### src/rtl/mux2_stream_arbiter.sv
// mux2_stream_arbiter: picks one of two valid/ready streams per cycle and
// registers the chosen word with the select that picked it.
// Contention is round-robin by default.
// Define MUX2_ARB_FIXED_PRIO_EN to make channel 0 always win contention.
module mux2_stream_arbiter #(
  parameter int unsigned WIDTH = 8
) (
  input  logic             clk,
  input  logic             rst,
  input  logic [WIDTH-1:0] d0,
  input  logic             v0,
  output logic             r0,
  input  logic [WIDTH-1:0] d1,
  input  logic             v1,
  output logic             r1,
  output logic [WIDTH-1:0] y,
  output logic             y_valid,
  input  logic             y_ready,
  output logic             s
);

  typedef enum logic {StEmpty, StFull} state_e;

  state_e           state_q, state_d;
  logic [WIDTH-1:0] y_q, y_d;
  logic             s_q, s_d;
  logic             last_grant_q, last_grant_d;

  logic load;
  logic gnt_valid;
  logic gnt_ch;

  assign y_valid = (state_q == StFull);
  assign y       = y_q;
  assign s       = s_q;

  // Output slot can take a word when empty or when the held word leaves now.
  assign load = ~y_valid | y_ready;

  // Grant decision; depends only on valids and last_grant, never on y_ready.
  always_comb begin
    gnt_valid = 1'b0;
    gnt_ch    = 1'b0;
    if (v0 && v1) begin
      gnt_valid = 1'b1;
`ifdef MUX2_ARB_FIXED_PRIO_EN
      gnt_ch    = 1'b0;
`else
      gnt_ch    = ~last_grant_q;
`endif
    end else if (v0) begin
      gnt_valid = 1'b1;
      gnt_ch    = 1'b0;
    end else if (v1) begin
      gnt_valid = 1'b1;
      gnt_ch    = 1'b1;
    end
  end

  // Readies; forced low in a reset cycle so no handshake completes.
  always_comb begin
    r0 = ~rst & load & gnt_valid & ~gnt_ch;
    r1 = ~rst & load & gnt_valid & gnt_ch;
  end

  // Next-state: load a granted word, drain when nothing is granted, else hold.
  always_comb begin
    state_d      = state_q;
    y_d          = y_q;
    s_d          = s_q;
    last_grant_d = last_grant_q;
    if (load) begin
      if (gnt_valid) begin
        state_d      = StFull;
        y_d          = gnt_ch ? d1 : d0;
        s_d          = gnt_ch;
        last_grant_d = gnt_ch;
      end else begin
        state_d = StEmpty;
      end
    end
  end

  // State registers; last_grant resets to 1 so channel 0 wins first contest.
  always_ff @(posedge clk) begin
    if (rst) begin
      state_q      <= StEmpty;
      y_q          <= '0;
      s_q          <= 1'b0;
      last_grant_q <= 1'b1;
    end else begin
      state_q      <= state_d;
      y_q          <= y_d;
      s_q          <= s_d;
      last_grant_q <= last_grant_d;
    end
  end

endmodule

### config.mk
export PLATFORM = sky130hd
export DESIGN_NAME = mux2_stream_arbiter
export DESIGN_NICKNAME = d
export VERILOG_FILES = /design/src/rtl/mux2_stream_arbiter.sv
export SDC_FILE = /design/constraint.sdc
export NUM_CORES = 1
export LEC_CHECK = 0
export ABC_AREA = 0
export CORE_MARGIN = 1.5
export CORE_UTILIZATION = 36
export CTS_CLUSTER_DIAMETER = 80
export DETAILED_ROUTE_END_ITERATION = 7
export GPL_TIMING_DRIVEN = 0
export PLACE_DENSITY = 0.74
export SLEW_MARGIN = 20
export SYNTH_ARGS = -nofsm -noshare
export SYNTH_HDL_FRONTEND = slang
export SYNTH_SLANG_ARGS = --single-unit
### constraint.sdc
create_clock -name clk -period 1.7 [get_ports clk]
set_input_delay 0.34 -clock clk [delete_from_list [all_inputs] [get_ports clk]]
set_output_delay 0.34 -clock clk [all_outputs]
set_load 0.1 [all_outputs]
# ---- After elaboration in Yosys (flattened, before gate mapping)
# Cells that the tools add are included.
# Widths: inputs -> output; s select.
dict set report totals {
  ff_bits 11
  inputBits 21
  output_inout_bits 12
  wordCells 22
}
dict set report op_classes {
  n_mux 7
  bitwise_logic 9
  reduce_logical 2
}
# cell n
set op_table {}
lappend op_table {{$mux 8} 1}
lappend op_table {{$mux 1} 6}
lappend op_table {{$and 1x1->1} 4}
lappend op_table {{$not 1->1} 4}
lappend op_table {{$reduce_and 2->1} 1}
lappend op_table {{$logic_and 1x1->1} 1}
lappend op_table {{$or 1x1->1} 1}

# ---- Depth between registers and ports, before layout
dict set report logic_depth {
  ltp_word 5
  depth_mapped 5
  mapped_depth_nobuf 3
}

# ---- Worst setup path before layout
# OpenSTA, ideal clock, no wires.
dict set report synth_timing {
  kind {register to output}
  startpoint {register state_q, in the netlist y_valid}
  endpoint {output port r1}
  t_arrival_ps 2578
  required_time_ps 1360
  slack_ps -1218
  stages_incl_launch_ff 5
  path_buffers 1
  cell_sequence {dfxtp_1 > nand2b_1 > clkbuf_1 > nand2_1 > nor2_1}
}
dict set report synth_between {
  elab_chain_len 5
}
# element line
set synth_lines {}
lappend synth_lines {{from (decl)} 24} ;# state_e state_q, state_d;
lappend synth_lines {{from (signal assigned)} 87} ;# state_q <= StEmpty;
lappend synth_lines {{from (signal assigned)} 92} ;# state_q <= state_d;
lappend synth_lines {{$not 1->1} 38} ;# assign load = ~y_valid | y_ready;
lappend synth_lines {{$or 1x1->1} 38}
lappend synth_lines {{$and 1x1->1 (3 in series)} 63} ;# r1 = ~rst & load & gnt_valid & gnt_ch;
lappend synth_lines {{to (decl)} 15} ;# output logic r1,
# Every way passes these cells.

# ---- Worst setup path in the final report
dict set report layout_timing {
  startpoint {input port v0}
  endpoint {output port r0}
}
dict set report layout_between {
  elab_chain_len 4
  elab_cells_between_ends 8
  cone_classes {4 x mux; 3 x bitwise; 1 x reduce/logical}
}
# element line
set layout_lines {}
lappend layout_lines {{from (decl)} 11} ;# input logic v0,
lappend layout_lines {{$mux 1 or $logic_and 1x1->1 (tied branches)} {51, 44}}
lappend layout_lines {{$mux 1} 44} ;# if (v0 && v1) begin
lappend layout_lines {{$and 1x1->1 or $not 1->1 (tied branches)} 62} ;# r0 = ~rst & load & gnt_valid & ~gnt_ch;
lappend layout_lines {{$and 1x1->1 *} 62}
lappend layout_lines {{to (decl)} 12} ;# output logic r0,
# Every way passes the cells marked *; elsewhere a longest branch is shown, timed or not.

==> PnR_summary.wiki <==
{| class="wikitable"
! Metric !! Value
|-
| Run status || complete, no violations
|-
| Average detailed-routed wire length per instance || 12.59 um
|-
| Antenna diode instance count || 0
|-
| Crit Path Category || in2out
|-
| Nature of the critical path startpoint || input pin
|-
| Buffers added on ports || 32
|-
| Total placed instance area || 944.7 um2
|-
| Yosys warnings || 0
|-
| CP Capture Point || r0
|-
| Aggregate routed wire length || 1498 um
|-
| Area share of the largest cell type after synthesis || 38.01%
|-
| Synthesized netlist cell count || 63
|-
| Portion of the clock cycle consumed by the worst path in the final layout || ~96%
|-
| Via density || roughly 5.3
|-
| GRT Total Usage || 18.21%
|-
| Net count after synthesis || between 80 and 90
|-
| Standby leakage power || approximately 0.42 nW
|-
| Largest clock skew in the final design || between 4 and 5 ps
|-
| Largest fanout on the critical path || 5
|-
| Count of boundary I/O pins || 33
|-
| Hold/Removal Path Class || in2reg
|-
| Standard cell core area || 0.001506 mm2
|-
| Deepest level of the CTS H-tree || 1
|-
| Worst Min Path Start || v1
|-
| Die outline area || 0.001859 mm2
|-
| Flop and latch count out of synthesis || 11
|-
| Commonest cells in the netlist || nand2_1 (17), a21oi_1 (11), dfxtp_1 (11), a311oi_2 (8)
|-
| Critical path arrival || around 1300 ps
|-
| Clock buffers created by TritonCTS || 3
|-
| Cells along the critical path || buf_2 -> or2_1 -> buf_6 -> and2_4 -> nor3b_4 -> buf_12
|-
| Main synth FF type || dfxtp_1
|-
| Setup repair after global routing missed its margin || no
|-
| Post-route core utilization || between 70 and 80%
|-
| Power per cell area || 831.9 mW/mm2
|-
| Area growth, synth to finish || 82.50%
|-
| Hold_ws || 378.0 ps
|-
| Final period demand of the worst path || about 1600 ps
|-
| Worst Tran Pin Value || 552.5 ps
|-
| Combined buffer and inverter count along the critical path || 3
|-
| Clock transition at the register clock pins on the worst setup and hold paths after CTS || 70 ps
|-
| Number of antenna violations at the first check in global routing || 0
|-
| Relative slew slack || a little under two thirds
|-
| Crit path depth || 6
|-
| Hold Vio Cnt, Final || 0
|-
| Pins Over Slew Limit || 0
|-
| Number of optimization iterations in the first detailed-route pass || 4
|-
| Worst setup EP type || output port
|-
| Global-route wire length before repair || 2490 um
|-
| Last weighted congestion value of the routability-driven placer || slightly above 0.7
|-
| Max VDD drop || 0.5071 mV
|-
| Number of global-route vias before repair || 572
|-
| Timing startpoint of the critical path || v0
|-
| # clock sinks || 11
|-
| Overflow left after global routing || 0
|-
| Fin area || 0.001057 mm2
|-
| Worst path slowest cell || or2_1
|-
| Cell chosen for the clock root || clkbuf_4
|-
| Top Family by Delay on Critical Path || simple AND/OR/NAND/NOR gates
|-
| Post-detailed-route DRC marker count || 0
|-
| Max cap viols || 0
|-
| Async set-or-reset flop fraction in the synthesized netlist || 0%
|-
| Largest net degree at the start of global routing || 11
|-
| Cell with the most instances after synthesis || nand2_1
|-
| Fraction of layout cells with a size suffix above 1 || a little over two fifths
|-
| Capturing point of the worst reg2reg path || y[5]
|-
| Post-DP HPWL || 998.1 um
|-
| Row count || 14
|-
| Die boundary height || 43.12 um
|-
| Clock latency on the worst-skew pair || 270 ps
|-
| Dominant cell type by area after synthesis || dfxtp_1
|-
| Starting Density || roughly 38%
|-
| Worst endpoint required time || 1360 ps
|-
| Highest Clock Rate || 609.8 MHz
|-
| Slowest stage delay, CP || 240 ps
|-
| Top post-synthesis cells by area || dfxtp_1 (38%), a311oi_2 (21%), nand2_1 (11%), a21oi_1 (9.5%), buf_6 (3.9%)
|-
| DRC marker count from the first detailed-route iteration || 10
|-
| R2R Setup Slk || roughly 500 ps
|-
| Worst reg-to-reg path cell count || 4
|-
| Avg Inst Size Synth || 9.195 um2
|-
| Die outline width || approximately 43 um
|-
| Register area share after synthesis || 38.01%
|-
| Maximum number of buffers from clock root to sink || 2
|-
| Reg2Reg Launch Point || last_grant_q
|-
| Post-route ant nets || 0
|-
| Routed vias || 625
|-
| Final Net Count || between 100 and 150
|-
| CTS tree || built
|-
| Number of distinct library cells after synthesis || 16
|-
| Mapped cell area || roughly 580 um2
|-
| Count of endpoints failing setup in the final report || 0
|-
| Post-synth EDFFs || 0
|}
timing repair:
item / 4_1_cts / 5_1_grt
gates cloned: 0 / 0
resized for setup: 67 / 1
hold buffers: 0 / 0
endpoints found under the setup margin: 12 / 1
buffers inserted: 3 / 2
pin swaps: 2 / 1
cell type report:
cell class	count	area [um2]
well taps	16	20.02
inverters	1	3.754
multi-input cells	46	352.8
plain buffers	4	51.30
clock buffers	4	26.28
repair buffers	37	377.9
flip-flops and latches	11	225.2
fillers	126	449.2
power by group:
group,internal [mW],switching [mW]
logic,0.140,0.260
clock network,0.0907,0.0928
registers,0.281,0.0139
total,0.513,0.367
worst reg2reg max path, stage by stage (launching register included):
cell      delay, ps
dfxtp_2         360
a21bo_2         120
buf_1           290
nand2_1         120
a311oi_2        230
sequential cells by signal (all words and copies together), names as in the netlist:
register and cells:
y_valid 1, last_grant_q 1, y 8, s 1
logic make-up after synthesis:
logic type      synth area share [%]
compound gates                 37.37
simple gates                   18.14
flops                          38.01
buf+inv                        6.478
how the worst min path moves through the flow:
stage,cells after the start,slack [ps],endpoint
final,2,380,last_grant_q
after global routing,2,370,last_grant_q
after CTS,2,370,last_grant_q
after detailed placement,2,550,y[2]
after global placement,2,540,last_grant_q
after floorplan,1,410,y[5]
per-layer routing:
| metal | track usage, % | vias to the layer above | part of all wire, % |
|---|---|---|---|
| met5 | 0 | - | 0 |
| met4 | 9.091 | 0 | 0.93 |
| met3 | 2.979 | 2 | 4.4 |
| met2 | 29.55 | 20 | 54 |
| met1 | 22.98 | 297 | 41 |
| li1 | - | 306 | - |
cell usage in the layout, fill, tap and decap left out, drive strengths merged:
cell           count
a311o              1
clkdlybuf4s50     16
and2               1
a21oi             11
a311oi             8
dlygate4sd2        2
nor2               2
nand2b             1
clkdlybuf4s15     10
inv                1
nor3b              1
or2                1
buf               12
nand2             17
dfxtp             11
a21bo              2
a21boi             1
clkbuf             5
stage by stage:
stage / setup TNS (ps) / instances / power, mW / setup WS [ps]
after global routing: 0 / 119 / 0.9201 / 16.01
after global placement: -4945 / 111 / 0.6832 / -1443
final: 0 / 119 / 0.8795 / 60.19
after CTS: -60.77 / 117 / 0.8835 / -60.77
after floorplan: -416.6 / 63 / 0.5746 / -313.2
after detailed placement: -5137 / 111 / 0.6851 / -1451
Power figures use the tool's default switching activity.
